[config.mk]
export PLATFORM = sky130hd
export DESIGN_NAME = pipelined_array_mult
export DESIGN_NICKNAME = d
export VERILOG_FILES = /design/src/rtl/mult_pkg.sv /design/src/rtl/mult_row.sv /design/src/rtl/pipelined_array_mult.sv
export SDC_FILE = /design/constraint.sdc
export NUM_CORES = 1
export LEC_CHECK = 0
export ABC_AREA = 1
export ABC_CLOCK_PERIOD_IN_PS = 4400
export CAP_MARGIN = 0
export CELL_PAD_IN_SITES_DETAIL_PLACEMENT = 0
export CELL_PAD_IN_SITES_GLOBAL_PLACEMENT = 1
export CORE_ASPECT_RATIO = 1.2
export CORE_MARGIN = 2
export CORE_UTILIZATION = 50
export DETAILED_ROUTE_END_ITERATION = 10
export MAX_ROUTING_LAYER = met4
export PLACE_DENSITY = 0.85
export SLEW_MARGIN = 20
export SYNTH_ARGS = -nofsm -noshare
export SYNTH_HDL_FRONTEND = slang
export SYNTH_HIERARCHICAL = 1
export SYNTH_SLANG_ARGS = --single-unit
export TNS_END_PERCENT = 20
[constraint.sdc]
create_clock -name clk -period 4.4 [get_ports clk]
set_input_delay 1.32 -clock clk [delete_from_list [all_inputs] [get_ports clk]]
set_output_delay 1.32 -clock clk [all_outputs]
set_load 0.03 [all_outputs]
[src/rtl/mult_pkg.sv]
// Shared types and sizing helpers for the pipelined array multiplier.
// Latency: n/a (declarations only). Backpressure: n/a.
// Signed support is compiled in with MULT_SIGNED_EN.
package mult_pkg;

    localparam int DEF_WIDTH = 8;
    localparam int DEF_RPS   = 2;

    function automatic int num_stages(input int width, input int rps);
        return width / rps;
    endfunction

    // Accept edge to out_valid: one input register, S array stages, one adder stage minus overlap.
    localparam int LATENCY = num_stages(DEF_WIDTH, DEF_RPS) + 1;

    typedef struct packed {
        logic [DEF_WIDTH-1:0] sum;
        logic [DEF_WIDTH-1:0] carry;
        logic [DEF_WIDTH-1:0] plow;
        logic [DEF_WIDTH-1:0] x;
        logic [DEF_WIDTH-1:0] y;
`ifdef MULT_SIGNED_EN
        logic                 tc;
`endif
        logic                 vld;
    } stage_reg_t;

endpackage

[src/rtl/mult_row.sv]
// One carry-save row of WIDTH AND/full-adder cells; emits one finished product bit.
// Latency: combinational. Backpressure: none (pure logic).
// With MULT_SIGNED_EN, sgn applies Baugh-Wooley inversion and the 2^WIDTH correction.
module mult_row
    import mult_pkg::*;
#(
    parameter int WIDTH = 8
`ifdef MULT_SIGNED_EN
    , parameter int ROW = 0
`endif
) (
    input  logic [WIDTH-1:0] x,
    input  logic             yb,
`ifdef MULT_SIGNED_EN
    input  logic             sgn,
`endif
    input  logic [WIDTH-1:0] s_in,
    input  logic [WIDTH-1:0] c_in,
    output logic [WIDTH-1:0] s_out,
    output logic [WIDTH-1:0] c_out,
    output logic             p_bit
);

    logic [WIDTH-1:0] pp;
    logic [WIDTH-1:0] fs;
    logic             top;

`ifdef MULT_SIGNED_EN
    // MSB row inverts all but its top cell; every other row inverts only its top cell.
    localparam logic [WIDTH-1:0] INV = (ROW == WIDTH - 1) ?
        {1'b0, {(WIDTH-1){1'b1}}} : {1'b1, {(WIDTH-1){1'b0}}};
    assign pp  = (x & {WIDTH{yb}}) ^ (INV & {WIDTH{sgn}});
    // The free top slot after row 0 carries weight 2^WIDTH: the low correction constant.
    assign top = (ROW == 0) ? sgn : 1'b0;
`else
    assign pp  = x & {WIDTH{yb}};
    assign top = 1'b0;
`endif

    assign fs    = s_in ^ c_in ^ pp;
    assign c_out = (s_in & c_in) | (s_in & pp) | (c_in & pp);
    assign s_out = {top, fs[WIDTH-1:1]};
    assign p_bit = fs[0];

endmodule

[src/rtl/pipelined_array_mult.sv]
// Pipelined carry-save array multiplier, ROWS_PER_STAGE rows per register stage (MULT_SIGNED_EN adds tc).
// Latency: WIDTH/ROWS_PER_STAGE + 1 cycles from accept to out_valid.
// Backpressure: out_valid && !out_ready freezes every stage and drops in_ready.
module pipelined_array_mult
    import mult_pkg::*;
#(
    parameter int WIDTH          = 8,
    parameter int ROWS_PER_STAGE = 2
) (
    input  logic               clk,
    input  logic               rst_n,
    input  logic               in_valid,
    output logic               in_ready,
    input  logic [WIDTH-1:0]   x,
    input  logic [WIDTH-1:0]   y,
`ifdef MULT_SIGNED_EN
    input  logic               tc,
`endif
    output logic               out_valid,
    input  logic               out_ready,
    output logic [2*WIDTH-1:0] p
);

    localparam int S = num_stages(WIDTH, ROWS_PER_STAGE);

    if ((WIDTH < 2) || (WIDTH % ROWS_PER_STAGE != 0)) begin : g_bad_cfg
        $error("pipelined_array_mult: WIDTH must be >= 2 and divisible by ROWS_PER_STAGE");
    end

    typedef struct packed {
        logic [WIDTH-1:0] sum;
        logic [WIDTH-1:0] carry;
        logic [WIDTH-1:0] plow;
        logic [WIDTH-1:0] x;
        logic [WIDTH-1:0] y;
`ifdef MULT_SIGNED_EN
        logic             tc;
`endif
        logic             vld;
    } stage_t;

    logic stall;
    assign stall    = out_valid && !out_ready;
    assign in_ready = !stall;

    stage_t in_q;

    always_ff @(posedge clk or negedge rst_n) begin
        if (!rst_n) begin
            in_q <= '0;
        end else if (!stall) begin
            in_q.sum   <= '0;
            in_q.carry <= '0;
            in_q.plow  <= '0;
            in_q.x     <= x;
            in_q.y     <= y;
`ifdef MULT_SIGNED_EN
            in_q.tc    <= tc;
`endif
            in_q.vld   <= in_valid;
        end
    end

    for (genvar k = 0; k < S; k++) begin : g_stage
        stage_t cur;
        stage_t nxt;
        stage_t q;

        if (k == 0) begin : g_src_in
            assign cur = in_q;
        end else begin : g_src_prev
            assign cur = g_stage[k-1].q;
        end

        for (genvar r = 0; r < ROWS_PER_STAGE; r++) begin : g_row
            logic [WIDTH-1:0] s_i, c_i, pl_i;
            logic [WIDTH-1:0] s_o, c_o, pl_o;
            logic             pb;

            if (r == 0) begin : g_first
                assign s_i  = cur.sum;
                assign c_i  = cur.carry;
                assign pl_i = cur.plow;
            end else begin : g_chain
                assign s_i  = g_row[r-1].s_o;
                assign c_i  = g_row[r-1].c_o;
                assign pl_i = g_row[r-1].pl_o;
            end

            mult_row #(
                .WIDTH (WIDTH)
`ifdef MULT_SIGNED_EN
                , .ROW (k * ROWS_PER_STAGE + r)
`endif
            ) u_row (
                .x     (cur.x),
                .yb    (cur.y[r]),
`ifdef MULT_SIGNED_EN
                .sgn   (cur.tc),
`endif
                .s_in  (s_i),
                .c_in  (c_i),
                .s_out (s_o),
                .c_out (c_o),
                .p_bit (pb)
            );

            // Finished low product bits shift in from the top, landing in order after WIDTH rows.
            assign pl_o = {pb, pl_i[WIDTH-1:1]};
        end

        always_comb begin
            nxt       = cur;
            nxt.sum   = g_row[ROWS_PER_STAGE-1].s_o;
            nxt.carry = g_row[ROWS_PER_STAGE-1].c_o;
            nxt.plow  = g_row[ROWS_PER_STAGE-1].pl_o;
            nxt.y     = cur.y >> ROWS_PER_STAGE;
        end

        always_ff @(posedge clk or negedge rst_n) begin
            if (!rst_n) begin
                q <= '0;
            end else if (!stall) begin
                q <= nxt;
            end
        end
    end

    stage_t           last;
    logic [WIDTH-1:0] hi;
    logic             out_vld_q;
    logic [2*WIDTH-1:0] p_q;

    assign last = g_stage[S-1].q;

    always_comb begin
        hi = last.sum + last.carry;
`ifdef MULT_SIGNED_EN
        // Adding 2^(2*WIDTH-1) modulo 2^(2*WIDTH) is a flip of the product MSB.
        hi[WIDTH-1] = hi[WIDTH-1] ^ last.tc;
`endif
    end

    always_ff @(posedge clk or negedge rst_n) begin
        if (!rst_n) begin
            out_vld_q <= 1'b0;
            p_q       <= '0;
        end else if (!stall) begin
            out_vld_q <= last.vld;
            p_q       <= {hi, last.plow};
        end
    end

    assign out_valid = out_vld_q;
    assign p         = p_q;

    logic unused_tail;
    assign unused_tail = ^{last.x, last.y};

endmodule
==> results.yml <==
logic_synthesis:
  synthFlopType: "dfrtp_1"
  avgSynthCellArea_um2: 7.928
  synth-seq-area-share_pct: 44.57
  syn_inst: 1119
  synth_edf_count: 0
  synth_top_area_share_pct: 44.57
  ys_types: 20
  syn_area_um2: 8871
  yosysTopAreaCell: "dfrtp_1"
  async_flop_share_pct: 100.0
  synth-warning-count: 6
  synth_seq_cells: 158
  synth.area.top_cells: "dfrtp_1, nand2_1, fa_1"
  synth_common_cells: "nand2_1, inv_1, dfrtp_1, fa_1, buf_2"
  synth.most_common_cell: "nand2_1"
clock_network:
  clock_latency_ns: 0.43
  clk_pin_slew_ns: 0.06
  cts_setup_buffers: 0
  cts.htree.levels: 4
  cts_root_buf: "clkbuf_16"
  numCtsBuffers: 17
  cts.sinks: 158
  hold_buffers: 0
  clock_path_buffers: 2
  cts_tree: "done"
  cts_resized: 0
sta:
  fin_crit_ns: 3.923
  final-hold-violation-count: 0
  setup_viol: 0
  max_freq_ghz: 0.2549
  fin_skew_ns: 0.009147
  slew_headroom_pct: 39.62
  rsz0062_at_grt: "no"
  finalSetupTns_ns: 0
  slew_violations: 0
  period_share_pct: 89.17
  worst_pin_slew_ns: 0.9056
global_route:
  grt_start_max_net_pins: 113
  met2_usage_pct: 33.89
  grt-ovfl-total: 0
  grtUsageMet3_pct: 3.218
  antenna_found_initial: 0
  grtUsageMet1_pct: 21.65
  grt-busiest-layer: "met2"
  grt_pass1_wl_mm: 27.95
  grt_pass1_vias: 6302
  grt.total_usage_pct: 18.93
drt:
  dr.pass1.iters: 4
  num_vias: 6112
  post-route-drc-count: 0
  finalWirelength_mm: 15.26
  ant_nets: 0
  viasPerCell: 4.429
  wire_per_inst_um: 11.06
  detail_route.iter0.violations: 366
cells_and_area:
  regArea_um2: 3954
  finalNetCount: 1239
  multi_input_area_um2: 3625
  area_growth_pct: 11.64
  finalCoreUtilization_pct: 56.78
  drive_gt1_share_pct: 3.707
  fin_area_um2: 9903
  diodes: 0
  fillCellCount: 1646
worst_setup_path:
  slowest_stage: "clkdlybuf4s50_1"
  worstSetupPathType: "in2out"
  cp.arrival_ns: 2.60
  crit_top_cell: "clkdlybuf4s50_1"
  worst-r2r-cell-count: 5
  cp.required_ns: 3.08
  worst_setup_path_end_kind: "output port"
  slowest_delay_ns: 0.66
  crit_chain: "clkdlybuf4s50_1 -> nor2_4 -> inv_4 -> clkdlybuf4s50_1"
  cp-start-kind: "input pin"
  critPathMaxFanout: 2
run:
  maxCapViolations: 0
worst_hold_path:
  hold_depth: 2
  hp-class: "reg2reg"
pwr:
  ir_drop_mv: 0.3193
  p_per_area_nw_per_um2: 736.6
  total_power_w: 0.007295
  p_leak_nw: 5.680
place:
  io_buffers: 37
  postPlaceCellArea_um2: 9328
  hpwl_mm: 10.29
  place.gp.congestion: 0.7658
floorplanning:
  die_w_um: 125.6
  core_um2: 17440
  io_pins: 38
  die_h_um: 149.9
  start_util_pct: 50.86
  die_area_um2: 18830
  fp-row-count: 53
status:
  status: "finished clean"
## kinds of logic (layout without fill, tap and decap cells)
logic type                 count (synthesis)  after routing  share of synthesized area [%]
xor gates and xnor gates                   1              1                        0.09875
other                                      9             24                         0.3808
DFF                                      158            158                          44.57
adders and majority gates                 72             72                          15.66
AOI/OAI and AO/OA                         27             27                          1.537
and+or+nand+nor                          523            523                          22.50
buffers and inverters                    329            355                          15.26
## layer usage
metal | vias to the layer above | part of all wire [%]
met5 | - | 0
met4 | 0 | 1.4
met3 | 17 | 2.0
met2 | 64 | 53
met1 | 2891 | 44
li1 | 3140 | -
## flip-flops by register name, summed over array words and instances, names as in the netlist
name and flops:
g_stage.g_row.pl_i 12, p 16, g_stage.q 64, g_stage.g_row.c_i 24, g_stage.g_row.s_i 24, out_valid 1, g_stage.cur 17
## where the power goes
group / switching (W) / internal, W / total (W) / leakage [nW]
registers: 0.000453 / 0.00212 / 0.00257 / 1.95
clock network: 0.000616 / 0.000805 / 0.00142 / 0.269
logic: 0.00204 / 0.00125 / 0.00330 / 3.46
total: 0.00311 / 0.00418 / 0.00729 / 5.68
## worst max-delay path, delay by kind of cell
kind          cells  cell delay, ns
buf+inv           3            1.21
simple gates      1            0.07
## cell type report
class                           count  area share [%]
Clock inverter                     13           1.301
Sequential cell                   158           39.92
Clock buffer                       19           4.473
Tap cell                          220           2.780
Inverter                          279           10.60
Timing Repair Buffer               44           4.321
Multi-Input combinational cell    647           36.60
## final timing paths
| check | start | end | slack (ns) |
|---|---|---|---|
| min | g_stage[3].q[0] | out_valid | 0.46 |
| max reg2reg | out_valid | g_stage[3].q[21] | 2.11 |
| max in group asynchronous | rst_n | g_stage[2].g_row[0].c_i[3] | 2.62 |
| min reg2reg | g_stage[3].q[0] | out_valid | 0.46 |
| min in group asynchronous | rst_n | g_stage[0].q[6] | 0.91 |
| max | out_ready | in_ready | 0.48 |
## cell usage in the layout, fill, tap and decap left out, types with 5 or more instances in the layout
cell type        count
nand2_1            503
inv_1              278
dfrtp_1            158
fa_1                65
clkdlybuf4s50_1     36
conb_1              24
o21ai_0             23
clkbuf_16           17
nand3_1              8
ha_1                 7
buf_4                6
nor2_1               5
inv_6                5
## per-stage QoR
| step | hold slack [ns] | worst slack, ns | std cells |
|---|---|---|---|
| floorplan | 0.4198 | 1.170 | 1134 |
| global placement | 0.4392 | 0.4857 | 1348 |
| detailed placement | 0.4502 | 0.4747 | 1348 |
| CTS | 0.4614 | 0.4680 | 1380 |
| global route | 0.4874 | 0.4335 | 1380 |
| finish | 0.4614 | 0.4766 | 1380 |
No activity file was read; power rests on OpenSTA's default activity.
